`config.mk`:
```
export PLATFORM = sky130hd
export DESIGN_NAME = pipe_stage_latch
export DESIGN_NICKNAME = d
export VERILOG_FILES = /design/src/rtl/pipe_pkg.sv /design/src/rtl/sat_counter.sv /design/src/rtl/pipe_stage_latch.sv
export SDC_FILE = /design/constraint.sdc
export NUM_CORES = 1
export LEC_CHECK = 0
export ABC_AREA = 1
export CAP_MARGIN = 25
export CORE_ASPECT_RATIO = 1.4
export CORE_UTILIZATION = 55
export CTS_CLUSTER_SIZE = 25
export DETAILED_ROUTE_END_ITERATION = 10
export PLACE_DENSITY_LB_ADDON = 0.1
export SLEW_MARGIN = 20
export SYNTH_ARGS = -nofsm -noshare
export SYNTH_HDL_FRONTEND = slang
export SYNTH_SLANG_ARGS = --single-unit
```
`constraint.sdc`:
```
create_clock -name clk -period 4.39 [get_ports clk]
set_input_delay 1.317 -clock clk [delete_from_list [all_inputs] [get_ports clk]]
set_output_delay 1.317 -clock clk [all_outputs]
set_load 0.01 [all_outputs]
```
`src/rtl/pipe_pkg.sv`:
```
// Shared types and per-boundary widths for the pipeline stage registers.
package pipe_pkg;

  typedef enum logic [1:0] {
    StEmpty = 2'd0,
    StOne   = 2'd1,
    StFull  = 2'd2
  } stage_state_e;

  localparam int unsigned DefCntW = 16;

  // Bundle widths at each inter-stage boundary.
  localparam int unsigned IfIdCtrlW  = 1;
  localparam int unsigned IfIdDataW  = 64;
  localparam int unsigned IdExCtrlW  = 10;
  localparam int unsigned IdExDataW  = 122;
  localparam int unsigned ExMemCtrlW = 4;
  localparam int unsigned ExMemDataW = 69;
  localparam int unsigned MemWbCtrlW = 2;
  localparam int unsigned MemWbDataW = 69;

endpackage

```
`src/rtl/sat_counter.sv`:
```
// Saturating up-counter with synchronous clear; holds at all-ones instead of wrapping.
module sat_counter #(
  parameter int unsigned CNT_W = 16
) (
  input  logic             clk,
  input  logic             clr,
  input  logic             inc,
  output logic [CNT_W-1:0] count
);

  logic [CNT_W-1:0] count_q, count_d;

  always_comb begin
    count_d = count_q;
    if (inc && (count_q != {CNT_W{1'b1}})) begin
      count_d = count_q + {{(CNT_W-1){1'b0}}, 1'b1};
    end
  end

  always_ff @(posedge clk) begin
    if (clr) begin
      count_q <= '0;
    end else begin
      count_q <= count_d;
    end
  end

  assign count = count_q;

endmodule

```
`src/rtl/pipe_stage_latch.sv`:
```
// Inter-stage pipeline register with valid/ready handshake, optional 2-entry skid,
// synchronous flush to a zeroed bubble and saturating stall/bubble counters.
module pipe_stage_latch
  import pipe_pkg::*;
#(
  parameter int unsigned CTRL_W = IdExCtrlW,
  parameter int unsigned DATA_W = IdExDataW,
  parameter int unsigned SKID   = 1,
  parameter int unsigned CNT_W  = DefCntW
) (
  input  logic              clk,
  input  logic              inicio,
  input  logic              flush,
  input  logic              in_valid,
  output logic              in_ready,
  input  logic [CTRL_W-1:0] in_ctrl,
  input  logic [DATA_W-1:0] in_data,
  output logic              out_valid,
  input  logic              out_ready,
  output logic [CTRL_W-1:0] out_ctrl,
  output logic [DATA_W-1:0] out_data,
  output logic [CNT_W-1:0]  stall_cnt,
  output logic [CNT_W-1:0]  bubble_cnt
);

  localparam int unsigned PayW = CTRL_W + DATA_W;

  stage_state_e state_q, state_d;
  logic [PayW-1:0] main_q, main_d;
  logic [PayW-1:0] skid_q, skid_d;
  logic [PayW-1:0] in_pay;
  logic            in_ready_q;
  logic            accept;
  logic            transfer;

  assign in_pay    = {in_ctrl, in_data};
  assign out_valid = (state_q != StEmpty);
  assign accept    = in_valid && in_ready;
  assign transfer  = out_valid && out_ready;

  // With SKID=0 the FULL state is unreachable: accept in ONE implies transfer.
  assign in_ready = (SKID != 0) ? in_ready_q : (!out_valid || out_ready);

  always_comb begin
    state_d = state_q;
    main_d  = main_q;
    skid_d  = skid_q;
    unique case (state_q)
      StEmpty: begin
        if (accept) begin
          state_d = StOne;
          main_d  = in_pay;
        end
      end
      StOne: begin
        if (accept && transfer) begin
          main_d = in_pay;
        end else if (accept) begin
          state_d = StFull;
          skid_d  = in_pay;
        end else if (transfer) begin
          state_d = StEmpty;
          main_d  = '0;
        end
      end
      StFull: begin
        if (transfer) begin
          state_d = StOne;
          main_d  = skid_q;
          skid_d  = '0;
        end
      end
      default: begin
        state_d = StEmpty;
        main_d  = '0;
        skid_d  = '0;
      end
    endcase
    // Flush wins over the handshake and drops any same-cycle input.
    if (flush) begin
      state_d = StEmpty;
      main_d  = '0;
      skid_d  = '0;
    end
  end

  always_ff @(posedge clk) begin
    if (inicio) begin
      state_q    <= StEmpty;
      main_q     <= '0;
      skid_q     <= '0;
      in_ready_q <= 1'b1;
    end else begin
      state_q    <= state_d;
      main_q     <= main_d;
      skid_q     <= skid_d;
      in_ready_q <= (state_d != StFull);
    end
  end

  assign out_ctrl = main_q[PayW-1:DATA_W];
  assign out_data = main_q[DATA_W-1:0];

  sat_counter #(
    .CNT_W(CNT_W)
  ) u_stall_cnt (
    .clk  (clk),
    .clr  (inicio),
    .inc  (out_valid && !out_ready),
    .count(stall_cnt)
  );

  sat_counter #(
    .CNT_W(CNT_W)
  ) u_bubble_cnt (
    .clk  (clk),
    .clr  (inicio),
    .inc  (!out_valid),
    .count(bubble_cnt)
  );

endmodule

```
==> results.txt, run 1 <==
- The run finished with clean final reports.
* Worst EP arrival: 1.95 ns
- WL met3: around 3500 um
- Clock transition at the registers of the reported paths: roughly 0.06 ns
- Setup total negative slack on the finished layout was measured at 0 ns.
- Largest net degree at the start of global routing: 136
- Maximum capacitance violations: 0
- H-Tree Level Count: 1
* Final ANT Viol Nets: 0
* Highest Clock Rate: slightly above 300 MHz
- The die is ~190 um tall.
- Register-to-register setup slack: 1.41 ns
- Area share of the largest cell type after synthesis: approximately 44%
- Syn_area_per_cell: between 6 and 7 um2
- Counting every sink on the clock net gives 299.
- Worst Hold Path Cells: 2
- Multi-input combinational cell area: ~6600 um2
- Setup CP Type: flip-flop to output pin
* Setup repair after global routing missed its margin: no
- Placeable Area: approximately 24000 um2
- Of the available clock period, the critical path in the final layout requires 74.52%.
- In the global route stage, overall resource usage came out at roughly 32%.
- The worst pin sits at a relative slew slack of approximately a third.
- The die covers 25520 um2.
* Half-perimeter wire length after placement: about 26000 um
- When the netlist entered floorplanning its net count stood at ~2200.
* Maximum count of clock buffers along a single path: 3
- Leakage: 6.479 nW
- The worst setup path is captured at an output pin.
* Width of the chip: roughly 140 um
- TritonCTS clock tree: built
* Number of vias per cell after detailed routing: 5.664
- Worst EP required: around 3.1 ns
* Proportion of synthesized chip area in sequential cells: 43.75%
- Shortest period the worst path allows: ~3.3 ns
- Cells with a size suffix above 1 make up a little under 4% of the layout.
- The synthesized netlist occupies a cell area of 13680 um2.
- Worst-case reg-to-reg path depth: 8
* Synthesis Warnings: 0
* Highest metal layer with signal wires: met4
* Count of unresolved DRC violations after routing: 0
* RePlAce Congestion: approximately 0.89
* Worst Hold Class: flip-flop to flip-flop
* Critical Path Source Type: flip-flop
- Setup-violating endpoint count in the final report: 0
- Synthesized netlist cell count: 2036
- For this block, the initial DRC count from the detailed router was about 1300.
* # IOs: between 300 and 400
* Top fanout value on the critical path: 9
* RR Endpoint: main_q[88]
- Synthesis inferred ~300 register bits.
- Critical hold path startpoint: main_q[57]
* Cells resized by post-CTS repair: 0
- Pwr dens: 341.3 nW/um2
- Leaving out fill and tap cells, the most frequent cells in the layout are nand2_1 (602), clkdlybuf4s50_1 (302), dfxtp_1 (299).
- The pre-antenna-repair detailed-routing pass consisted of 5 iterations.
- Routed wire length on met2: a little over 20000 um
- Number of antenna violations at the first check in global routing: 8
* Clock buffer count from CTS: 29
- DR vias: around 15000
- Port Buffer Count: 302
* Vias in the first global route: ~14000
- Cell variety after synth: 25
- Final #Nets: approximately 2400
- For this configuration, the core starts out at a cell density of about 57%.
- Most common cell after layout, fill and taps aside: nand2_1
- The largest total area in the synthesized netlist belongs to dfxtp_1.
- For this block, the routed nets add up to approximately 42000 um of wire.
- For this block, wires on met1 add up to between 15000 and 20000 um.
- The startpoint identified for the worst register-to-register timing path is state_q[0].
* Layout Skew: 0.007222 ns
- Ranked by total cell area, the synthesized netlist is headed by dfxtp_1 (44%), nand2_1 (17%), a21oi_1 (11%).
- In this run the post-CTS setup repair buffer count came out at 0.
* Actual transition at the worst max-transition pin: slightly above 1 ns
- Post-CTS Hold Fix Bufs: 0
- Wire length per cell after detailed routing: approximately 16 um
- Grt total ovfl: 0
- IR analysis of the VDD net gives a maximum drop of approximately 0.3 mV.
- Standard-cell row count: 67
- Layout fillers: between 2000 and 2500
- Relative to the synthesized area, the layout overhead comes to 29.15%.
- Hold worst-path end: main_q[57]
- Clock root buffer: clkbuf_16
- Max-slew violation count: 0
* Later-pin clock latency in the skew report: around 0.53 ns
- First-pass GRT wire length: approximately 67000 um
* Post-Route Hold Slack: between 0.4 and 0.5 ns
- The number of endpoints with negative hold slack in the final report is 0.
- Sequential cell area: around 6000 um2
==> layout make-up <==
type,instances,area share [%]
Multi-Input combinational cell,1469,37.26
Clock buffer,45,5.184
Antenna cell,9,0.1275
Clock inverter,7,0.2124
Tap cell,310,2.195
Timing Repair Buffer,325,18.65
Inverter,114,2.486
Sequential cell,299,33.88
==> sequential cells by signal (all words and copies together), names as in the netlist <==
name / cells
main_q: 132
skid_q: 132
u_bubble_cnt.count: 16
u_stall_cnt.count: 16
state_q: 2
in_ready: 1
==> worst max-delay path by stage <==
| stage | from | end |
|---|---|---|
| 6_report | state_q[0] | out_valid |
| 5_1_grt | state_q[0] | out_valid |
| 4_1_cts | state_q[0] | out_valid |
| 3_5_place_dp | out_ready | skid_q[4] |
| 3_3_place_gp | out_ready | skid_q[23] |
| 2_1_floorplan | in_valid | main_q[60] |
==> layer usage <==
layer	track usage, %	up-vias
li1	-	7053
met1	37.14	6808
met2	54.77	625
met3	5.973	115
met4	19.10	0
met5	0	-
==> through the flow <==
| stage | util, % | cell area [um2] | setup WS, ns | total power, mW | instances |
|---|---|---|---|---|---|
| floorplan | - | 13680 | 1.855 | 3.261 | 2036 |
| global placement | 68.96 | 16650 | 0.8526 | 3.599 | 2515 |
| detailed placement | 69.05 | 16670 | 0.7758 | 3.611 | 2516 |
| CTS | 72.99 | 17620 | 1.112 | 6.044 | 2568 |
| global route | 73.17 | 17670 | 1.061 | 6.221 | 2577 |
| finish | 73.18 | 17670 | 1.119 | 6.030 | 2578 |
==> cell usage after synthesis <==
cell	instances
nand2_1	605
dfxtp_1	299
a21oi_1	291
o21ai_0	168
nand3_1	129
nor2_1	125
inv_1	108
nor3_1	80
clkbuf_1	73
buf_2	53
o21ai_1	36
buf_4	15
nand4_1	12
buf_1	10
xor2_1	7
inv_2	6
xnor2_1	5
buf_6	3
nor2_2	3
ha_1	2
o21bai_1	2
nand2_2	1
nor2_8	1
nor4_1	1
o21ai_2	1
==> where the power goes <==
group	switching [mW]	internal (mW)	leakage (nW)	total (mW)
Clock	1.05	1.42	0.478	2.47
Sequential	0.0428	2.78	2.42	2.82
Combinational	0.431	0.312	3.58	0.743
Total	1.52	4.51	6.48	6.03
==> worst max-delay path, stage by stage, from the launching register on <==
cell	delay, ns
dfxtp_1	0.67
nor2_8	0.13
inv_2	0.09
clkdlybuf4s50_1	0.53
==> kinds of logic (layout without fill, tap and decap cells) <==
| group | Yosys count | after routing | share of synthesized area, % |
|---|---|---|---|
| xor gates and xnor gates | 12 | 12 | 0.7682 |
| buffers and inverters | 268 | 491 | 8.414 |
| other | 0 | 9 | 0 |
| and+or+nand+nor | 957 | 957 | 28.60 |
| DFF | 299 | 299 | 43.75 |
| adders and majority gates | 2 | 2 | 0.1829 |
| AOI/OAI and AO/OA | 498 | 498 | 18.28 |
Power figures use the tool's default switching activity.
==> inputs of run 2 (changes only) <==
CORE_UTILIZATION = 46   (was 55)
clock period = 3 ns   (was 4.39 ns; I/O delays follow)
==> results.txt, run 2 (synthesis results as in run 1) <==
- The type of the most critical hold path is flip-flop to flip-flop (unchanged).
- Wire length per cell after detailed routing: 16.22 um (was 16.25 um)
* Share of final-layout standard cells stronger than drive strength 1: 4.783% (was 3.940%)
- Largest net degree at the start of global routing: 133 (was 136)
- Register-to-register setup slack: 0.67 ns (was 1.41 ns)
* Iter 0 DRT Violations: 945 (was 1329)
- The first-pass GRT wire length was 68790 um (was 67060 um).
* Leakage: 6.666 nW (was 6.479 nW)
- The clock tree from TritonCTS is built (unchanged).
- The kind of critical path is flip-flop to output pin (unchanged).
- The die outline area is 30440 um2 (was 25520 um2).
* Max-slew violation count: 0 (unchanged)
- Top flop regs: main_q: 132 flops, skid_q: 132 flops (unchanged).
- The setup violation total in the final timing report came to 0 (unchanged).
- The count of vias placed by the detailed router came to 14410 (was 14600).
* Final Hold Vio Count: 0 (unchanged)
- Post-Route Hold Slack: 0.4619 ns (was 0.4641 ns)
* Number of vias per cell after detailed routing: 5.409 (was 5.664)
- The capturing element type of the critical path is an output pin (unchanged).
- Top fanout value on the critical path: 9 (unchanged)
* Cell Chain, Critical Path: nor2_8, inv_2, clkdlybuf4s50_1 (unchanged)
- The total congestion overflow after global routing came to 0 (unchanged).
- Area Growth Syn to Fin: 32.51% (was 29.15%)
* Count of unresolved DRC violations after routing: 0 (unchanged)
- The number of global-route vias before repair is 13500 (was 13950).
- The clock skew came to 0.005566 ns (was 0.007222 ns).
* Highest Clock Rate: between 300 and 400 MHz
- The normalized max-slew margin came to 42.69% (was 31.45%).
- The sum of negative setup slack is 0 ns (unchanged).
- Clock buffer count from CTS: 31 (was 29)
* Standard-cell row count: 74 (was 67)
- Setup repair after global routing missed its margin: no (unchanged)
- The number of violations of the max-capacitance limit came to 0 (unchanged).
- Effective utilization at floorplan: 46.76% (was 56.66%)
- The biggest cell delay along the critical path was 0.63 ns (was 0.67 ns).
- The worst voltage drop across the vdd grid is 0.3612 mV (was 0.2994 mV).
* Most frequent cells in the layout: nand2_1 (602), clkdlybuf4s50_1 (302), dfxtp_1 (299) (unchanged)
- H-Tree Level Count: 1 (unchanged)
- The total of cells resized after clock tree synthesis came to 0 (unchanged).
* Later-pin clock latency in the skew report: 0.56 ns (was 0.53 ns)
- Critical Path Source Type: flip-flop (unchanged)
- GRT Resource Usage Total: 27.81% (was 32.17%)
* Iteration count of the initial detailed-routing pass: 5 (unchanged)
* Layout fillers: 2739 (was 2009)
- Worst EP required: 2.10 ns (was 3.07 ns)
- Total clock sinks: 299 (unchanged)
- Number of antenna violations at the first check in global routing: 5 (was 8)
- The slowest cell on the critical path is dfxtp_1 (unchanged).
* Maximum count of clock buffers along a single path: 3 (unchanged)
- The critical path data arrival time was 2.00 ns (was 1.95 ns).
* Width of the chip: 147.8 um (was 135.3 um)
* Sequential cell area: 5986 um2 (unchanged)
- The pre-CTS setup slack was 0.2868 ns (was 0.7758 ns).
* Placeable Area: 29260 um2 (was 24140 um2)
- The I/O pin count was 303 (unchanged).
- Pwr dens: 520.3 nW/um2 (was 341.3 nW/um2)
- The area used by multi-input combinational logic was 6589 um2 (was 6584 um2).
- The clock-pin slew on the worst setup and hold paths is 0.06 ns (about the same).
* Die outline height: 206.1 um (was 188.6 um)
- Of the available clock period, the critical path in the final layout requires about 97%.
- The net total in the final layout came to 2394 (was 2377).
- The most frequent standard cell in the layout excluding fill and tap cells is nand2_1 (unchanged).
- RePlAce Congestion: 0.8577 (was 0.8851)
* Actual transition at the worst max-transition pin: 0.8584 ns (was 1.028 ns)
- Subtracting the final worst setup slack from the clock period gives approximately 2.9 ns.
* Run status: finished clean (unchanged)
- The final worst-path setup slack came to 0.09922 ns (was 1.119 ns).
* Final ANT Viol Nets: 0 (unchanged)
- The number of I/O port buffers is 302 (unchanged).
- Post-CTS Hold Fix Bufs: 0 (unchanged)
* Clock root buffer: clkbuf_16 (unchanged)
- The aggregate routed wire length came to 43230 um (was 41890 um).
- The post-CTS setup repair buffer count was 0 (unchanged).
- Half-perimeter wire length after placement: 26870 um (was 25570 um)
-- run 2: cell types whose count changed in the layout (fill, tap and decap cells not counted) --
cell and delta:
nand2_4 +1, diode_2 -3, o21ai_1 -1, o21ai_0 +1, buf_12 +9, clkinvlp_4 +2
nand2_2 -1, clkinv_2 +3, clkbuf_8 -8, bufinv_16 +6, buf_4 +6, clkbuf_16 +2
-- run 2: report_power, final --
group | switching, mW | leakage, nW | internal [mW] | total (mW)
Sequential | 0.0634 | 2.42 | 4.06 | 4.12
Combinational | 0.651 | 3.70 | 0.488 | 1.14
Clock | 1.64 | 0.542 | 2.53 | 4.17
Total | 2.36 | 6.67 | 7.08 | 9.43
-- run 2: final timing paths --
check | from | end | depth (start not counted)
hold / removal | main_q[23] | main_q[23] | 2
setup / recovery | state_q[0] | out_valid | 3
hold reg to reg | main_q[23] | main_q[23] | 2
setup reg to reg | state_q[0] | main_q[96] | 7
-- run 2: routing by layer --
metal / global-route usage [%] / vias up / wire length, um
met1: 34.36 / 6691 / 18060
met2: 47.76 / 536 / 20790
li1: - / 7094 / -
met4: 13.25 / 2 / 1560
met3: 3.620 / 91 / 2805
met5: 0 / - / 13
-- run 2: layout make-up --
cell class / count / share of cell area (%)
Multi-Input combinational cell: 1469 / 36.34
Sequential cell: 299 / 33.02
Timing Repair Buffer: 340 / 19.42
Clock buffer: 39 / 4.721
Tap cell: 380 / 2.623
Inverter: 114 / 2.423
Clock inverter: 18 / 1.367
Antenna cell: 6 / 0.08282
-- run 2: metrics by stage --
| step | cells | util [%] | cell area [um2] | power (mW) |
|---|---|---|---|---|
| after CTS | 2659 | 61.90 | 18110 | 9.496 |
| after global placement | 2602 | 58.13 | 17010 | 5.334 |
| after floorplan | 2036 | - | 13680 | 4.772 |
| after global routing | 2663 | 61.94 | 18120 | 9.788 |
| after detailed placement | 2602 | 58.13 | 17010 | 5.344 |
| final | 2665 | 61.96 | 18130 | 9.433 |
-- run 2: worst max-delay path: cells and delay by family, from the launching register on --
kind / cells / cell delay [ns]
DFF: 1 / 0.63
and+or+nand+nor: 1 / 0.11
buffers and inverters: 2 / 0.69
